**config.mk**
```make
export PLATFORM = sky130hd
export DESIGN_NAME = mem_port_arbiter_flat
export DESIGN_NICKNAME = d
export VERILOG_FILES = /design/src/rtl/mem_port_arbiter_if.sv /design/src/rtl/mem_port_arbiter.sv /design/src/flat_wrapper.sv
export SDC_FILE = /design/constraint.sdc
export NUM_CORES = 1
export LEC_CHECK = 0
export ABC_AREA = 0
export BUFFER_PORTS_ARGS = -buffer_cell sky130_fd_sc_hd__buf_2
export CAP_MARGIN = 40
export CORE_AREA = 10 10 329 331
export CTS_CLUSTER_DIAMETER = 150
export DETAILED_ROUTE_END_ITERATION = 6
export DIE_AREA = 0 0 339 341
export PLACE_DENSITY = 0.41
export SYNTH_ARGS = -nofsm -noshare
export SYNTH_HDL_FRONTEND = slang
export SYNTH_SLANG_ARGS = --single-unit
export TNS_END_PERCENT = 100
```
**constraint.sdc**
```tcl
create_clock -name clk -period 36.8 [get_ports clk]
set_input_delay 1.84 -clock clk [delete_from_list [all_inputs] [get_ports clk]]
set_output_delay 1.84 -clock clk [all_outputs]
set_load 0.005 [all_outputs]
```
**src/rtl/mem_port_arbiter_if.sv**
```systemverilog
// Request/response bundle for the I-cache port, the D-cache port and the shared memory port.
// master = caches + memory (testbench side), slave = the arbiter.
interface mem_port_arbiter_if #(
  parameter int ADDR_W = 28,
  parameter int DATA_W = 128
);
  logic              i_read;
  logic              i_write;
  logic [ADDR_W-1:0] i_addr;
  logic [DATA_W-1:0] i_wdata;
  logic [DATA_W-1:0] i_rdata;
  logic              i_ready;

  logic              d_read;
  logic              d_write;
  logic [ADDR_W-1:0] d_addr;
  logic [DATA_W-1:0] d_wdata;
  logic [DATA_W-1:0] d_rdata;
  logic              d_ready;

  logic              mem_read;
  logic              mem_write;
  logic [ADDR_W-1:0] mem_addr;
  logic [DATA_W-1:0] mem_wdata;
  logic [DATA_W-1:0] mem_rdata;
  logic              mem_ready;

  modport master (
    output i_read, i_write, i_addr, i_wdata,
    input  i_rdata, i_ready,
    output d_read, d_write, d_addr, d_wdata,
    input  d_rdata, d_ready,
    input  mem_read, mem_write, mem_addr, mem_wdata,
    output mem_rdata, mem_ready
  );

  modport slave (
    input  i_read, i_write, i_addr, i_wdata,
    output i_rdata, i_ready,
    input  d_read, d_write, d_addr, d_wdata,
    output d_rdata, d_ready,
    output mem_read, mem_write, mem_addr, mem_wdata,
    input  mem_rdata, mem_ready
  );
endinterface

```
**src/rtl/mem_port_arbiter.sv**
```systemverilog
// Shares one line-wide memory port between I and D caches: D wins unless I has waited STARVE_LIMIT grants.
// Grant visible 1 cycle after sampling, ready 1 cycle after mem_ready; requesters hold their lines while a transaction is in flight.
module mem_port_arbiter #(
  parameter int ADDR_W       = 28,
  parameter int DATA_W       = 128,
  parameter int STARVE_LIMIT = 4
) (
  input  logic              clk,
  input  logic              rst,
  mem_port_arbiter_if.slave bus
);

  typedef enum logic [1:0] {IDLE, BUSY, RESP} state_t;

  localparam logic [3:0] LIMIT = 4'(STARVE_LIMIT);

  state_t            state_q;
  logic [3:0]        starve_cnt_q;
  logic [3:0]        starve_cnt_d;
  logic              owner_d_q;
  logic              mem_read_q;
  logic              mem_write_q;
  logic [ADDR_W-1:0] mem_addr_q;
  logic [DATA_W-1:0] mem_wdata_q;
  logic [DATA_W-1:0] i_rdata_q;
  logic [DATA_W-1:0] d_rdata_q;
  logic              i_ready_q;
  logic              d_ready_q;

  logic d_req;
  logic i_req;
  logic i_forced;
  logic grant_d;
  logic grant_i;

  assign d_req    = bus.d_read | bus.d_write;
  assign i_req    = bus.i_read | bus.i_write;
  assign i_forced = i_req && (starve_cnt_q == LIMIT);
  assign grant_d  = d_req && !i_forced;
  assign grant_i  = i_req && !grant_d;

  // Counts D grants taken while I was waiting; any other grant clears it.
  always_comb begin
    starve_cnt_d = '0;
    if (grant_d && i_req) begin
      starve_cnt_d = (starve_cnt_q == LIMIT) ? LIMIT : starve_cnt_q + 4'd1;
    end
  end

  always_ff @(posedge clk or posedge rst) begin
    if (rst) begin
      state_q      <= IDLE;
      starve_cnt_q <= '0;
      owner_d_q    <= 1'b0;
      mem_read_q   <= 1'b0;
      mem_write_q  <= 1'b0;
      mem_addr_q   <= '0;
      mem_wdata_q  <= '0;
      i_rdata_q    <= '0;
      d_rdata_q    <= '0;
      i_ready_q    <= 1'b0;
      d_ready_q    <= 1'b0;
    end else begin
      i_ready_q <= 1'b0;
      d_ready_q <= 1'b0;
      case (state_q)
        IDLE: begin
          if (grant_d || grant_i) begin
            // Read and write together is served as a write.
            mem_write_q  <= grant_d ? bus.d_write : bus.i_write;
            mem_read_q   <= grant_d ? (bus.d_read & ~bus.d_write) : (bus.i_read & ~bus.i_write);
            mem_addr_q   <= grant_d ? bus.d_addr  : bus.i_addr;
            mem_wdata_q  <= grant_d ? bus.d_wdata : bus.i_wdata;
            owner_d_q    <= grant_d;
            starve_cnt_q <= starve_cnt_d;
            state_q      <= BUSY;
          end
        end
        BUSY: begin
          if (bus.mem_ready) begin
            mem_read_q  <= 1'b0;
            mem_write_q <= 1'b0;
            if (mem_read_q) begin
              if (owner_d_q) d_rdata_q <= bus.mem_rdata;
              else           i_rdata_q <= bus.mem_rdata;
            end
            if (owner_d_q) d_ready_q <= 1'b1;
            else           i_ready_q <= 1'b1;
            state_q <= RESP;
          end
        end
        RESP:    state_q <= IDLE;
        default: state_q <= IDLE;
      endcase
    end
  end

  assign bus.mem_read  = mem_read_q;
  assign bus.mem_write = mem_write_q;
  assign bus.mem_addr  = mem_addr_q;
  assign bus.mem_wdata = mem_wdata_q;
  assign bus.i_rdata   = i_rdata_q;
  assign bus.d_rdata   = d_rdata_q;
  assign bus.i_ready   = i_ready_q;
  assign bus.d_ready   = d_ready_q;

endmodule

```
**src/flat_wrapper.sv**
```systemverilog
// flat-port wrapper written by rule: the top's interface ports become plain ports
module mem_port_arbiter_flat 
#(
  parameter int ADDR_W       = 28,
  parameter int DATA_W       = 128,
  parameter int STARVE_LIMIT = 4
)
  (clk, rst, bus_i_read, bus_i_write, bus_i_addr, bus_i_wdata, bus_i_rdata, bus_i_ready, bus_d_read, bus_d_write, bus_d_addr, bus_d_wdata, bus_d_rdata, bus_d_ready, bus_mem_read, bus_mem_write, bus_mem_addr, bus_mem_wdata, bus_mem_rdata, bus_mem_ready);
  mem_port_arbiter_if #(.ADDR_W(ADDR_W), .DATA_W(DATA_W)) bus_i ();
  input  logic clk;
  input  logic rst;
  input wire logic [$bits(bus_i.i_read)-1:0] bus_i_read;
  input wire logic [$bits(bus_i.i_write)-1:0] bus_i_write;
  input wire logic [$bits(bus_i.i_addr)-1:0] bus_i_addr;
  input wire logic [$bits(bus_i.i_wdata)-1:0] bus_i_wdata;
  output wire logic [$bits(bus_i.i_rdata)-1:0] bus_i_rdata;
  output wire logic [$bits(bus_i.i_ready)-1:0] bus_i_ready;
  input wire logic [$bits(bus_i.d_read)-1:0] bus_d_read;
  input wire logic [$bits(bus_i.d_write)-1:0] bus_d_write;
  input wire logic [$bits(bus_i.d_addr)-1:0] bus_d_addr;
  input wire logic [$bits(bus_i.d_wdata)-1:0] bus_d_wdata;
  output wire logic [$bits(bus_i.d_rdata)-1:0] bus_d_rdata;
  output wire logic [$bits(bus_i.d_ready)-1:0] bus_d_ready;
  output wire logic [$bits(bus_i.mem_read)-1:0] bus_mem_read;
  output wire logic [$bits(bus_i.mem_write)-1:0] bus_mem_write;
  output wire logic [$bits(bus_i.mem_addr)-1:0] bus_mem_addr;
  output wire logic [$bits(bus_i.mem_wdata)-1:0] bus_mem_wdata;
  input wire logic [$bits(bus_i.mem_rdata)-1:0] bus_mem_rdata;
  input wire logic [$bits(bus_i.mem_ready)-1:0] bus_mem_ready;
  assign bus_i.i_read = bus_i_read;
  assign bus_i.i_write = bus_i_write;
  assign bus_i.i_addr = bus_i_addr;
  assign bus_i.i_wdata = bus_i_wdata;
  assign bus_i_rdata = bus_i.i_rdata;
  assign bus_i_ready = bus_i.i_ready;
  assign bus_i.d_read = bus_d_read;
  assign bus_i.d_write = bus_d_write;
  assign bus_i.d_addr = bus_d_addr;
  assign bus_i.d_wdata = bus_d_wdata;
  assign bus_d_rdata = bus_i.d_rdata;
  assign bus_d_ready = bus_i.d_ready;
  assign bus_mem_read = bus_i.mem_read;
  assign bus_mem_write = bus_i.mem_write;
  assign bus_mem_addr = bus_i.mem_addr;
  assign bus_mem_wdata = bus_i.mem_wdata;
  assign bus_i.mem_rdata = bus_mem_rdata;
  assign bus_i.mem_ready = bus_mem_ready;
  mem_port_arbiter #(.ADDR_W(ADDR_W), .DATA_W(DATA_W), .STARVE_LIMIT(STARVE_LIMIT)) u_core (.clk(clk), .rst(rst), .bus(bus_i));
endmodule
```
==> metrics.yaml <==
layout:
  area_growth_syn_to_layout_pct: 44.8
  layout_common_cells: "862 x buf_2, 423 x dfrtp_1, 312 x a21oi_1"
  drive_above_1_share: 0.526
  nets: 2740
  final_common_cell: "buf_2"
setup_path:
  critPathLaunch: "bus_i_write"
  reg2reg_depth: 8
  crit_path_end_kind: "register"
  slowest_delay_ns: 0.76
  start_kind: "primary input"
  path_cells: "buf_2, or2_1, a21oi_4, buf_4, buf_4, a21oi_1, a21oi_1"
  required_ns: 37.33
  crit_type: "primary input to register"
  critPathMaxFanout: 70
  path_buf_inv: 3
  reg2reg_slack_ns: 33.17
  r2r_start: "u_core.starve_cnt_q[0]"
  slowest_stage: "buf_4"
  reg2reg_to: "u_core.bus.mem_wdata[101]"
  cp_top_family: "buffers and inverters"
  arrival_ns: 4.92
drt:
  drt_iter0_drc: 635
  drc: 0
  vias_per_cell: 3.87
  wire_per_inst_um: 20.2
  first_pass_iters: 5
  routed_wl_um: 74700
  vias: 14400
  ant_nets: 0
place:
  portBuffers: 862
  gp_congestion: 0.862
  post-dp-hpwl_um: 57700
sta:
  worst_slew_pin_slew_ns: 0.880
  tns_ns: 0
  drv_slew: 0
  setup-violations-final: 0
  fin_crit_sh: 0.119
  holdWs_ns: 0.481
  maxSlewHeadroom: 0.414
  min_period_ns: 4.39
  final_hold_viol_count: 0
  skew_ns: 0.0107
  clock.fmax_mhz: 228
  rsz0062_at_grt: "no"
die:
  die-area_sq_um: 116000
  fp.dieH_um: 341
  die-width_um: 339
  num_rows: 117
  core_area_sq_um: 101000
  start_util: 0.168
  pin_count: 863
clocking:
  cts_resized: 0
  hold_buffers: 0
  cts_tree: "built"
  clk_pin_slew_worst_paths_ns: 0.06
  h-tree-depth: 2
  insertion_delay_ns: 0.62
  cts_made_buffers: 52
  clock_sinks: 423
  clockBufferDepth: 3
  root_buffer: "clkbuf_16"
  post_cts_buffers: 0
min_path:
  hp-start: "u_core.bus.i_rdata[80]"
  hold_path_class: "register to register"
  holdPathStages: 1
  min_to: "u_core.bus.i_rdata[80]"
logic_synthesis:
  synth-async-reset-ratio: 1.00
  ys_seq_area_frac: 0.619
  ys_ff_latch: 423
  postSynthAreaPerCell_sq_um: 11.8
  synth_edf_count: 0
  ys_warn_count: 0
  syn_nets: 1896
  synthFlopType: "dfrtp_1"
  syn_inst: 1447
  synth.distinct_cells: 33
  syn_area_sq_um: 17100
flow_run:
  maxCapViolCount: 0
global_route:
  track_usage: 0.123
  antenna_found_initial: 13
  grt_max_degree: 92
  grt_pass1_wl_um: 108000
  grt_pass1_vias: 15200
  gr-total-overflow: 0
power:
  pwr_density_cell_nw_per_um2: 86.8
  vdd_drop_max_v: 0.0000449
  leakage_nw: 11.9
outcome:
  status: "finished clean"
==> per-stage QoR <==
stage	std cells	total power, mW	utilization	setup WS [ns]	cell area (sq um)
final	3707	2.15	0.244	32.41	24700
after global routing	3706	2.30	0.244	32.24	24700
after CTS	3703	2.20	0.244	32.50	24700
after detailed placement	3605	1.64	0.226	31.81	22900
after global placement	3598	1.63	0.224	31.65	22700
after floorplan	1447	1.20	-	23.18	17100
==> synthesized netlist by cell type, drive strengths merged, types with 4 or more instances <==
cell / n / area share
dfrtp: 423 / 0.62
a21oi: 313 / 0.092
mux2: 257 / 0.17
nor2: 161 / 0.035
nand2: 160 / 0.035
buf: 83 / 0.031
clkbuf: 14 / 0.0031
o21ai: 8 / 0.0028
inv: 4 / 0.00088
nand3: 4 / 0.0012
==> registers in the layout, summed over array words and instances (netlist names) <==
signal,cells
u_core.bus.d_rdata,128
u_core.bus.i_rdata,128
u_core.bus.mem_wdata,128
u_core.bus.mem_addr,28
u_core.starve_cnt_q,4
u_core.state_q,2
u_core.bus.d_ready,1
u_core.bus.i_ready,1
u_core.bus.mem_read,1
u_core.bus.mem_write,1
u_core.owner_d_q,1
==> per-layer routing <==
layer | track usage | wire length, um | vias to the layer above
met1 | 0.135 | 27900 | 7078
met3 | 0.0417 | 5950 | 109
met4 | 0.0409 | 2040 | 10
met2 | 0.220 | 38800 | 513
met5 | 0 | 60 | -
li1 | - | - | 6647
==> where the power goes <==
| part | total, mW | switching (mW) | internal, mW |
|---|---|---|---|
| combinational | 0.788 | 0.421 | 0.367 |
| clock | 0.545 | 0.217 | 0.328 |
| sequential | 0.814 | 0.119 | 0.696 |
==> area by class of cell <==
class	instances	area, sq um
well taps	1368	1710
flip-flops and latches	423	10600
multi-input cells	923	5950
diodes	4	10.0
clock buffers	83	1650
clock inverters	15	184
repair buffers	887	4630
inverters	4	22.5
fillers	11100	76700
==> cells by family after synthesis <==
| kind of cell | count (synthesis) | synth area share |
|---|---|---|
| flops | 423 | 0.619 |
| simple gates | 337 | 0.0769 |
| fa+ha+maj | 2 | 0.00146 |
| mux | 257 | 0.169 |
| buf+inv | 101 | 0.0354 |
| compound gates | 327 | 0.0976 |
==> how the worst max path moves through the flow <==
stage / to / slack [ns] / cells after the start
global route: u_core.bus.mem_wdata[78] / 32.24 / 7
floorplan: u_core.bus.d_rdata[0] / 23.18 / 1
finish: u_core.bus.mem_wdata[101] / 32.41 / 7
CTS: u_core.bus.mem_wdata[101] / 32.50 / 7
global placement: u_core.bus.mem_wdata[122] / 31.65 / 5
detailed placement: u_core.bus.mem_wdata[101] / 31.81 / 7
(Power assumes the default switching activity.)
